==> config.mk <==
export PLATFORM = sky130hd
export DESIGN_NAME = rr_arb4
export DESIGN_NICKNAME = d
export VERILOG_FILES = /design/src/rtl/rr_arb4_pkg.sv /design/src/rtl/rr_arb4_prio.sv /design/src/rtl/rr_arb4.sv
export SDC_FILE = /design/constraint.sdc
export NUM_CORES = 1
export LEC_CHECK = 0
export BUFFER_PORTS_ARGS = -buffer_cell sky130_fd_sc_hd__buf_4
export CAP_MARGIN = 30
export CORE_MARGIN = 4
export CORE_UTILIZATION = 48
export DETAILED_ROUTE_END_ITERATION = 10
export MAX_ROUTING_LAYER = met4
export PLACE_DENSITY_LB_ADDON = 0.15
export SLEW_MARGIN = 20
export SYNTH_ARGS = -nofsm -noshare
export SYNTH_HDL_FRONTEND = slang
export SYNTH_SLANG_ARGS = --single-unit
==> constraint.sdc <==
create_clock -name ck -period 2.5 [get_ports ck]
set_input_delay 0.25 -clock ck [delete_from_list [all_inputs] [get_ports ck]]
set_output_delay 0.25 -clock ck [all_outputs]
set_load 0.01 [all_outputs]
==> src/rtl/rr_arb4_pkg.sv <==
// rr_arb4_pkg: shared types, constants and helpers for the 4-way round-robin arbiter
package rr_arb4_pkg;
    typedef enum logic {IDLE, GRANT} state_t;
    localparam int NREQ = 4;
    localparam int HOLD_MAX = 7;
    localparam int PTR_W = 2;
    localparam int CNT_W = 3;
    function automatic logic [PTR_W-1:0] oh2idx(input logic [NREQ-1:0] oh);
        return {oh[3] | oh[2], oh[3] | oh[1]};
    endfunction
endpackage

==> src/rtl/rr_arb4_prio.sv <==
// rr_arb4_prio: rotating priority encoder, first set request at or after ptr wins
module rr_arb4_prio
    import rr_arb4_pkg::*;
(
    input  logic [NREQ-1:0]  req,
    input  logic [PTR_W-1:0] ptr,
    output logic [NREQ-1:0]  sel,
    output logic             valid
);
    // scan from farthest to nearest offset so the nearest request wins
    always_comb begin
        sel = '0;
        valid = |req;
        for (int j = NREQ - 1; j >= 0; j--)
            if (req[ptr + PTR_W'(j)]) sel = NREQ'(1) << (ptr + PTR_W'(j));
    end
endmodule

==> src/rtl/rr_arb4.sv <==
// rr_arb4: 4-way locking round-robin arbiter; define RR_ARB4_TIMEOUT_EN for the 8-cycle hold timeout
module rr_arb4
    import rr_arb4_pkg::*;
(
    input  logic             ck,
    input  logic             rst,
    input  logic             en,
    input  logic             i0,
    input  logic             i1,
    input  logic             i2,
    input  logic             i3,
    output logic             q0,
    output logic             q1,
    output logic             q2,
    output logic             q3,
    output logic             nq,
    output logic [PTR_W-1:0] ptr
);
    state_t state;
    logic [NREQ-1:0] req, q, q_nxt, sel;
    logic [PTR_W-1:0] ptr_nxt;
    logic valid, held, timeout, keep, take;
    assign req = {i3, i2, i1, i0};
    assign {q3, q2, q1, q0} = q;
    assign held = |(q & req);
    rr_arb4_prio u_prio (
        .req  (req & ~q),
        .ptr  (ptr),
        .sel  (sel),
        .valid(valid)
    );
`ifdef RR_ARB4_TIMEOUT_EN
    logic [CNT_W-1:0] cnt;
    assign timeout = (cnt == CNT_W'(HOLD_MAX)) && valid;
`else
    assign timeout = 1'b0;
`endif
    // hold a live grant unless it timed out; otherwise arbitrate among the others
    always_comb begin
        keep = (state == GRANT) && held && !timeout;
        take = en && valid && !keep;
        q_nxt = take ? sel : keep ? q : '0;
        ptr_nxt = take ? oh2idx(sel) + 1'b1 : ptr;
    end
    // registered state, grants, idle flag, pointer and hold counter
    always_ff @(posedge ck or posedge rst) begin
        if (rst) begin
            state <= IDLE;
            q <= '0;
            nq <= 1'b1;
            ptr <= '0;
`ifdef RR_ARB4_TIMEOUT_EN
            cnt <= '0;
`endif
        end else begin
            state <= |q_nxt ? GRANT : IDLE;
            q <= q_nxt;
            nq <= ~|q_nxt;
            ptr <= ptr_nxt;
`ifdef RR_ARB4_TIMEOUT_EN
            cnt <= !keep ? '0 : (cnt == CNT_W'(HOLD_MAX)) ? cnt : cnt + 1'b1;
`endif
        end
    end
endmodule

==> After elaboration in Yosys (flattened, before gate mapping) <==
Cells that the tools add are included.
{ "op_classes": {"reduce_logical": 8, "n_bitwise": 5, "shift": 4, "order_cmp": 4, "n_addsub": 4, "n_mux": 15} }
{ "op_table": {"columns": ["op", "n"], "rows": [
  ["$mux 4", 6],
  ["$shl 1x2->4 const A", 4],
  ["$lt 2x3->1 const B", 4],
  ["$reduce_or 4->1", 3],
  ["$and 4x4->4", 2],
  ["$bmux 1 s2", 4],
  ["$mux 1", 5],
  ["$add 2x1->2 const B", 2],
  ["$add 2x2->2 const B", 2],
  ["$not 4->4", 1],
  ["$logic_and 1x1->1", 3],
  ["$logic_not 1->1", 2],
  ["$or 1x1->1", 2]
]} }
{ "word_totals": {"inputBits": 7, "output_inout_bits": 7, "ff_bits": 8, "wordCells": 44} }

==> Logic depth before layout (Yosys ltp) <==
{ "logic_depth": {"depth_word": 11, "mapped_depth": 9, "ltp_nobuf": 8} }

==> Cells and area by module <==
From an unflattened synthesis, not the netlist that was laid out.
{ "unflattened": {"hier_cells": 90, "area_unflattened_um2": 848.3} }
{ "modules_own_cells": {"columns": ["mod", "cells_each", "seq_area_each_um2", "instances", "area_each_um2"], "rows": [
  ["rr_arb4", 42, 201.4, 1, 429.2],
  ["rr_arb4_prio", 48, 0.0, 1, 419.2]
]} }

==> Worst setup path before layout <==
OpenSTA, ideal clock, no wires.
{ "synth_path": {"path_type": "register -> register", "from": "register ptr[0]", "to": "register state", "t_required_ns": 2.362, "path_buffers": 1, "synth_period_minus_slack_ns": 2.822, "stages_incl_launch_ff": 10, "setup_slack_ns": -0.322, "arrival_ns": 2.683, "setup_ns": 0.138, "path_cell_list": "dfrtp_1 > buf_6 > inv_2 > ha_1 > and4bb_1 > or4_4 > nand3_1 > a311oi_1 > a22o_2 > or4_1"} }
{ "synth_via": {"elab_chain_cells": 10, "word_cells_on_any_way": 22, "cone_classes": "add/sub (3); shift (4); mux (14); reduce/logical (1)"} }
{ "synth_rtl": {"columns": ["element", "line", "rtl"], "rows": [
  ["start, declared", "rr_arb4.sv:17", "output logic [PTR_W-1:0] ptr"],
  ["start signal, assigned", "rr_arb4.sv:59", "ptr <= ptr_nxt;"],
  ["$add 2x2->2", "rr_arb4_prio.sv:15", "if (req[ptr + PTR_W'(j)]) sel = NREQ'(1) << (ptr + PTR_W'(j));"],
  ["$bmux 1 s2", "rr_arb4_prio.sv:15", null],
  ["$mux 1 (implied by the code)", "rr_arb4_prio.sv:15", null],
  ["$mux 4 (3 in series)", "rr_arb4_prio.sv:15", null],
  ["$mux 4 (*)", "rr_arb4_prio.sv:15", null],
  ["$mux 4 (*)", "rr_arb4.sv:42", "q_nxt = take ? sel : keep ? q : '0;"],
  ["net q_nxt[2]", "rr_arb4.sv:20", "logic [NREQ-1:0] req, q, q_nxt, sel;"],
  ["$reduce_or 4->1 (*)", "rr_arb4.sv:56", "state <= |q_nxt ? GRANT : IDLE;"],
  ["$mux 1 (*)", "rr_arb4.sv:56", null],
  ["end signal, assigned", "rr_arb4.sv:56", null],
  ["end, declared", "rr_arb4.sv:19", "state_t state;"]
]} }
The timed path passes the listed nets; every way through them passes the cells marked *. The select of a mux whose other input is x is not followed.
A chain may end at the register's enable or synchronous reset.

==> Worst setup path after layout <==
Ends and elaborated chain as after synthesis.

==> key figures <==
Yosys
  – Main synth FF type: dfrtp_1
  – Largest area contributor in the netlist: dfrtp_1
  – Yosys top cell area share: 0.236
  – YS warnings: 0
  – Yosys reg bits: 8
  – Largest cells by area after synthesis: dfrtp_1, ha_1, mux4_2, nor3b_1, dfstp_2
  – Library cells used by synthesis: 36
  – Number of synthesized flops with an enable pin: 0
  – Mapped Cells: 75
  – Syn_area_per_cell: around 10 µm²
  – Post-Syn Area: 743 µm²
  – Ys async rst share: 1.00
  – Post-synthesis sequential area ratio: 0.271
  – Syn_nets: ~90
  – Synth top cells by count: dfrtp_1, nand2_1, ha_1

Run
  – Max_cap viols: 0

Cells and area
  – Number of antenna diodes: 0
  – Layout cells sized above 1: 0.509
  – Layout area overhead: 46.3%
  – FILL cells: 93
  – Nets: around 120
  – Design area: roughly 1100 µm²

Timing
  – Final Max Slew Viols: 0
  – Setup TNS: -0.106 ns
  – Worst setup slack after layout: -0.106 ns
  – Hold WS: 0.386 ns
  – Period minus WS final: around 2.6 ns
  – RSZ-0062 raised after global routing: yes
  – Period utilization: 1.04
  – Skew final: 0.0177 ns
  – Final Hold Fails: 0
  – Final setup fails: 1
  – Worst-margin pin slew: around 0.33 ns
  – Slew headroom: 0.777
  – Fmax: around 0.38 GHz

GRT
  – GR Util All Layers: 0.261
  – Antenna violations before repair: 0
  – Global-route wire length before repair: 3780 µm
  – Vias in the first global route: 810
  – Total grt overflow: 0
  – Largest net degree at the start of global routing: 14

Min path
  – Hold Startpoint: en
  – Worst Hold Class: input port to flop
  – WHS Endpoint: ptr[1]
  – Worst Hold Depth: 3

Clock network
  – Inserted Clock Buffers: 3
  – Clock Latency Late Sink: approximately 0.27 ns
  – Clk buf depth: 2
  – Clock-pin slew on the worst setup and hold paths: roughly 0.06 ns
  – CTS tree: done
  – Clk root buf: clkbuf_4
  – H-Tree Depth: 1
  – Clock Sinks: 8

Drt
  – DR vias: a little over 800
  – Initial DRC Count: between 40 and 50
  – Avg WL per Cell: 18.9 µm
  – DRC violation count after routing: 0
  – Pre-Repair DR Iteration Count: 4
  – DR vias/cell: approximately 6.5
  – Total wire length: 2360 µm
  – Antenna Violating Nets Remaining: 0

Floorplanning
  – Die height: roughly 47 µm
  – Core box area: between 1000 and 1500 µm²
  – Die extent in x: about 47 µm
  – DIE AREA: around 2200 µm²
  – Num rows: 13
  – Initial Util: 0.538
  – # IOs: 14

Power
  – Total power: roughly 0.0017 W
  – Leakage: just under 0.5 nW
  – Worst vdd ir: slightly above 1000 µV
  – PD cells: between 1500 and 2000 nW/µm²

Placement
  – Port buffer count: 13
  – Placed cell area: around 990 µm²
  – Post-Place Worst Slack: -0.0876 ns
  – Placer Congestion: just over 0.9
  – Final HPWL DP: ~1600 µm

Worst setup path
  – Worst R2R Setup Slack: -0.11 ns
  – Worst Setup End Kind: flop
  – Req. time, crit path: approximately 2.6 ns
  – CP max FO: 5
  – Reg2Reg Depth: 8
  – Critical path type: flop to flop
  – Crit start category: flop
  – Worst R2R End: state
  – Worst R2R Start: ptr[0]
  – Crit path DAT: about 2.8 ns

Run status
  – Failing checks: setup timing
  – Status: finished with violations
## metrics by stage
step,cells,utilization
global route,125,0.786
CTS,125,0.776
finish,125,0.786
floorplan,75,-
global placement,116,0.716
detailed placement,116,0.716
## routing by layer
layer	up-vias	part of all wire	global-route usage
met5	-	0	-
met2	55	0.49	0.404
li1	363	-	-
met3	17	0.087	0.0920
met1	381	0.38	0.291
met4	0	0.047	0.138
## worst max-delay path, stage by stage, from the launching register on
cell,delay [ns]
dfrtp_2,0.44
inv_6,0.07
ha_4,0.21
and4bb_2,0.23
or4_4,0.57
nand3_2,0.10
a311oi_2,0.12
a22o_2,0.24
or4_1,0.51
## state kept, by name (all words and copies together) (netlist names)
| name | count |
|---|---|
| ptr | 2 |
| nq | 1 |
| q | 4 |
| state | 1 |
## report_power, final
part / total [W] / internal (W) / switching, W
combinational: 0.00134 / 0.000706 / 0.000632
clock: 0.000112 / 0.0000614 / 0.0000502
sequential: 0.000236 / 0.000195 / 0.0000405
total: 0.00169 / 0.000962 / 0.000723
## cells by family after synthesis
logic type      Yosys count  share of synthesized area
compound gates           12                      0.143
buf+inv                   4                     0.0303
mux                       2                     0.0606
simple gates             42                      0.382
flops                     8                      0.271
xor+xnor                  1                     0.0118
fa+ha+maj                 6                      0.101
## layout make-up
type | instances | area [µm²] | share of cell area
multi-input combinational | 63 | 579 | 0.533
inverter | 3 | 16.3 | 0.0150
sequential | 8 | 204 | 0.188
tap | 15 | 18.8 | 0.0173
timing repair buffer | 32 | 243 | 0.223
clock buffer | 4 | 26.3 | 0.0242
## how the worst max path moves through the flow
| stage | cells past startpoint | endpoint | from |
|---|---|---|---|
| floorplan | 9 | state | ptr[0] |
| global placement | 8 | state | ptr[1] |
| detailed placement | 8 | state | ptr[0] |
| CTS | 8 | state | ptr[0] |
| global route | 8 | state | ptr[0] |
| finish | 8 | state | ptr[0] |
## timing repair
action / in CTS / in global routing
hold buffers: 1 / 0
resized for setup: 3 / 2
endpoints found under the setup margin: 1 / 3
endpoints found under the hold margin: 7 / 0
cloned: 0 / 0
pin swaps: 11 / 5
setup buffers: 4 / 0
## cell usage in the layout, fill, tap and decap left out, types with 2 or more instances in the layout
cell type and count:
buf_4 31, nand2_1 7, nor2_1 5, ha_1 5
dfrtp_1 5, nand2b_1 4, nor3b_1 4, nand3_2 3
a311oi_2 3, a22o_1 3, clkbuf_4 3, a22oi_1 2
nand4_1 2, mux4_2 2, nand3_1 2, dfrtp_2 2
No activity file was read; power rests on OpenSTA's default activity.
